`src/rtl/instruction_encoder.sv`:
```
// Packs decoded instruction fields into RV32 R-type/I-type words and streams them,
// tagged with sequential word addresses, through a 2-entry FIFO into instruction memory.
module instruction_encoder #(
    parameter int          WORD_SIZE  = 32,
    parameter int          ADDR_WIDTH = 10,
    parameter int unsigned BASE_ADDR  = 0
) (
    input  logic                  clk,
    input  logic                  reset,
    input  logic                  start,
    input  logic                  in_valid,
    output logic                  in_ready,
    input  logic                  in_use_imm,
    input  logic [4:0]            in_rd,
    input  logic [4:0]            in_rs1,
    input  logic [4:0]            in_rs2,
    input  logic [3:0]            in_alu_op,
    input  logic [WORD_SIZE-1:0]  in_immediate,
    output logic                  out_valid,
    input  logic                  out_ready,
    output logic [ADDR_WIDTH-1:0] out_addr,
    output logic [WORD_SIZE-1:0]  out_data,
    output logic                  busy,
    output logic                  error,
    output logic [ADDR_WIDTH-1:0] err_addr
);

    typedef enum logic [1:0] {
        IDLE,
        RUN,
        DONE
    } state_t;

    localparam logic [ADDR_WIDTH-1:0] BASE = ADDR_WIDTH'(BASE_ADDR);

    state_t                          state;
    state_t                          state_next;
    logic [ADDR_WIDTH-1:0]           counter;
    logic [ADDR_WIDTH+WORD_SIZE-1:0] fifo_mem [2];
    logic                            wr_ptr;
    logic                            rd_ptr;
    logic [1:0]                      fifo_count;

    logic                  arm;
    logic                  handshake;
    logic                  imm_ok;
    logic                  illegal;
    logic                  push;
    logic                  reject;
    logic                  pop;
    logic                  last_addr;
    logic [WORD_SIZE-1:0]  encoded;
    logic [WORD_SIZE-12:0] imm_hi;

    // An immediate fits in 12 bits only when bits [31:11] are a pure sign extension.
    assign imm_hi    = in_immediate[WORD_SIZE-1:11];
    assign imm_ok    = (&imm_hi) || (~|imm_hi);
    assign illegal   = in_use_imm && (!imm_ok || in_alu_op[3]);
    assign arm       = start && (state != RUN);
    assign handshake = in_valid && in_ready;
    assign push      = handshake && !illegal;
    assign reject    = handshake && illegal;
    assign pop       = out_valid && out_ready;
    assign last_addr = (counter == '1);

    assign in_ready  = (state == RUN) && (fifo_count < 2'd2);
    assign out_valid = (fifo_count != 2'd0);
    assign busy      = (state == RUN) || (fifo_count != 2'd0);
    assign {out_addr, out_data} = fifo_mem[rd_ptr];

    always_comb begin
        encoded = '0;
        if (in_use_imm) begin
            encoded = {in_immediate[11:0], in_rs1, in_alu_op[2:0], in_rd, 7'b0010011};
        end else begin
            encoded = {1'b0, in_alu_op[3], 5'b0, in_rs2, in_rs1, in_alu_op[2:0], in_rd, 7'b0110011};
        end
    end

    always_ff @(posedge clk or posedge reset) begin
        if (reset) begin
            state <= IDLE;
        end else begin
            state <= state_next;
        end
    end

    always_comb begin
        state_next = state;
        case (state)
            IDLE:    if (start) state_next = RUN;
            RUN:     if (push && last_addr) state_next = DONE;
            DONE:    if (start) state_next = RUN;
            default: state_next = IDLE;
        endcase
    end

    // The slot freed by a pop is only visible to in_ready on the following cycle.
    always_ff @(posedge clk or posedge reset) begin
        if (reset) begin
            fifo_mem[0] <= '0;
            fifo_mem[1] <= '0;
            wr_ptr      <= 1'b0;
            rd_ptr      <= 1'b0;
            fifo_count  <= 2'd0;
        end else begin
            if (push) begin
                fifo_mem[wr_ptr] <= {counter, encoded};
                wr_ptr           <= ~wr_ptr;
            end
            if (pop) begin
                rd_ptr <= ~rd_ptr;
            end
            case ({push, pop})
                2'b10:   fifo_count <= fifo_count + 2'd1;
                2'b01:   fifo_count <= fifo_count - 2'd1;
                default: fifo_count <= fifo_count;
            endcase
        end
    end

    // Rejected bundles leave the address untouched; only the first rejection is recorded.
    always_ff @(posedge clk or posedge reset) begin
        if (reset) begin
            counter  <= BASE;
            error    <= 1'b0;
            err_addr <= '0;
        end else if (arm) begin
            counter  <= BASE;
            error    <= 1'b0;
            err_addr <= '0;
        end else begin
            if (push) begin
                counter <= counter + ADDR_WIDTH'(1);
            end
            if (reject) begin
                error <= 1'b1;
                if (!error) begin
                    err_addr <= counter;
                end
            end
        end
    end

endmodule
```
`config.mk`:
```
export PLATFORM = sky130hd
export DESIGN_NAME = instruction_encoder
export DESIGN_NICKNAME = d
export VERILOG_FILES = /design/src/rtl/instruction_encoder.sv
export SDC_FILE = /design/constraint.sdc
export NUM_CORES = 1
export LEC_CHECK = 0
export CORE_MARGIN = 3
export CORE_UTILIZATION = 41
export DETAILED_ROUTE_END_ITERATION = 10
export GPL_TIMING_DRIVEN = 0
export PLACE_DENSITY_LB_ADDON = 0.3
export SKIP_LAST_GASP = 1
export SYNTH_ARGS = -nofsm -noshare
export SYNTH_HDL_FRONTEND = slang
export SYNTH_SLANG_ARGS = --single-unit
```
`constraint.sdc`:
```
create_clock -name clk -period 10.2 [get_ports clk]
set_clock_uncertainty 0.1 [all_clocks]
set_input_delay 2.55 -clock clk [delete_from_list [all_inputs] [get_ports clk]]
set_output_delay 2.55 -clock clk [all_outputs]
set_load 0.005 [all_outputs]
```
==> results.cfg <==
[power]
p_leak_nw = 2.662
seqPwrFrac_pct = 38.1
clkPwrFrac_pct = 24.0
p_sw_share_pct = 29.05
irDropWorstVdd_v = 0.0001217
internal_power_mw = 1.159
pwr_density_cell_nw_per_um2 = 256.5
switching_power_mw = 0.4743
comb_power_share_pct = 37.8

[floorplanning]
dieHeight_um = 113.4
initial_core_util_pct = 42.84
die_w_um = 113.4
rows = 38
io_pins = 113
dieArea_um2 = 12850
core_area_um2 = 11030

[timing]
slew_headroom_pct = 31.61
period_minus_slack_ns = 5.256
clock.fmax_mhz = 190.2
finalSetupViolCount = 0
worstMarginPinSlew_ns = 1.024
post-route-period-util_pct = 51.53
tns_ns = 0
hold_violations = 0
slew_viol_final = 0
rsz0062_at_grt = no

[yosys]
syn-mean-instance-area_um2 = 10.91
synthCells = 433
synthesis.area_um2 = 4726
yosys.area_share.simple_pct = 12.07
ys_seq_area_share_pct = 53.48
synth_edf_count = 0
ys_types = 43
synth_compound_area_share_pct = 10.70
ys_warn_count = 0
async_reset_ff_share_pct = 100.0
synth.area.mux_share_pct = 17.87
synthAdderAreaFrac_pct = 0.5295
synth_xor_area_share_pct = 1.483
ys_ff_latch = 101
synthTopCellsByArea = dfrtp_1 53%, mux2_2 8.8%, mux2_1 7.1%
synth_flop_cell = dfrtp_1
synth_top_area_share_pct = 53.48
yosysTopAreaCell = dfrtp_1
synth_top_family_by_area = multiplexers

[drt]
drt-met1-wl_um = 5078
wl_met3_um = 553
drc = 0
first_pass_iters = 4
wl_per_cell_um = 16.31
detail-route-antenna-nets = 0
route.vias.total = 3654
avgViaCountPerCell = 5.227
routed_wl_um = 11400
drt-initial-drc-count = 290
dr_wl_met2_um = 5691
highest_layer = met4

[global_routing]
grt_overflow = 0
grt_max_degree = 54
grt_pass1_vias = 3797
grt_pass1_wl_um = 18650
antenna_found_initial = 0
grt_usage_pct = 18.10

[cells_and_area]
layout-drive-gt1-share_pct = 13.60
diodes = 0
multi_input_area_um2 = 2027
syn_to_final_growth_pct = 34.71
fill_cells = 976
nets = 614
fin_util_pct = 57.71
regArea_um2 = 2527

[critical_path]
cp_max_fo = 10
cp_data_arrival_time_ns = 2.61
endpoint_kind = output port
required_ns = 7.55
criticalPathCategory = reg2out
r2r_cells = 10
r2r-end = fifo_count[1]
rrSetupSlack_ns = 7.39
worstReg2RegStart = fifo_count[1]
cp-start-kind = register

[clocking]
clk_pin_slew_ns = 0.07
cts-resized-gates = 0
clock_sinks = 101
clockBufferDepth = 2
cts_buffers = 9
h-tree-depth = 3
postCtsSetupBuffers = 0
cts_tree = yes
root_buffer = clkbuf_16
clk_latency_ns = 0.34
cts_hold_buffers = 0

[worst_hold_path]
holdCritPathClass = reg2reg
whs_endpoint = fifo_mem[46]
min_from = fifo_mem[46]
whs_path_depth = 1

[place]
gp_congestion = 0.8959
port_buffers = 108
hpwl_um = 8279

[outcome]
status = completed

[job]
maxCapViolCount = 0
worst max-delay path, cell delays in order, from the launching register on:
cell and delay, ns:
dfrtp_1 0.35, clkbuf_1 0.48, clkbuf_1 0.56, mux2_2 0.43, clkdlybuf4s50_1 0.45
sequential cells by signal (all words and copies together) (netlist names):
register    flops
counter        10
err_addr       10
wr_ptr          1
error           1
fifo_mem       74
rd_ptr          1
fifo_count      2
state           2
stage by stage:
step / hold WS [ns] / cells / setup slack [ns] / instance area [um2] / total power, mW
3_5_place_dp: 0.3490 / 684 / 4.854 / 6020 / 1.253
2_1_floorplan: 0.3285 / 435 / 4.903 / 4733 / 0.9346
5_1_grt: 0.3753 / 699 / 4.816 / 6366 / 1.732
6_report: 0.3654 / 699 / 4.944 / 6366 / 1.633
3_3_place_gp: 0.3450 / 683 / 3.541 / 5989 / 1.226
4_1_cts: 0.3658 / 699 / 4.930 / 6366 / 1.650
synthesized netlist by cell type (2+ instances only):
library cell and instances:
nor3_1 2, a21oi_1 13, xor2_1 2, mux2_1 30, mux2_2 37, inv_1 9
and2_1 2, nand2b_1 4, or2_2 2, nand4_1 7, xnor2_1 6, o21ai_1 42
o21ai_0 20, nor4_1 4, nand2_1 54, ha_1 2, buf_4 6, buf_2 5
or2_1 2, mux2i_1 9, nand3_1 16, and3_1 2, dfrtp_1 101, nor2_1 21
nor3b_1 2, clkbuf_1 15, o21a_1 2
worst max-delay path by stage:
stage / end / start / slack, ns
6_report: out_data[25] / rd_ptr / 4.94
5_1_grt: out_data[21] / rd_ptr / 4.82
4_1_cts: out_data[27] / rd_ptr / 4.93
3_5_place_dp: fifo_count[1] / in_immediate[23] / 4.85
3_3_place_gp: fifo_mem[68] / reset / 3.54
2_1_floorplan: counter[0] / reset / 4.90
cell usage in the layout (no fill, tap or decap), types with 13 or more instances in the layout:
master	n
mux2_2	37
a21oi_1	13
o21ai_1	42
nand2_1	54
dfrtp_1	101
clkdlybuf4s50_1	108
clkbuf_1	15
nand3_1	16
o21ai_0	20
mux2_1	30
nor2_1	21
area by class of cell:
cell class              instances  area share (%)
flip-flops and latches        101           39.70
multi-input cells             296           31.84
repair buffers                109           17.41
clock buffers                  10           3.754
well taps                     140           2.752
plain buffers                  28           2.221
clock inverters                 5           1.690
inverters                      10          0.6289
layer usage:
metal,track usage (%),vias up
li1,-,1743
met1,24.19,1792
met2,30.25,110
met3,3.422,9
met4,5.048,0
met5,0,-
power by group through the flow:
| stage | clock network [mW] | registers [mW] | logic (mW) |
|---|---|---|---|
| floorplan | 0 | 0.602 | 0.332 |
| detailed placement | 0 | 0.629 | 0.624 |
| finish | 0.393 | 0.623 | 0.618 |
| global route | 0.415 | 0.640 | 0.677 |
| global placement | 0 | 0.619 | 0.607 |
| CTS | 0.397 | 0.623 | 0.630 |
cells by family after synthesis:
group / count (synthesis)
AO/OA/AOI/OAI: 85
XOR/XNOR: 8
adder cells (fa/ha/maj): 2
buffers and inverters: 38
flip-flops: 101
multiplexers: 76
other: 1
AND/OR/NAND/NOR: 122
Power figures use the tool's default switching activity.
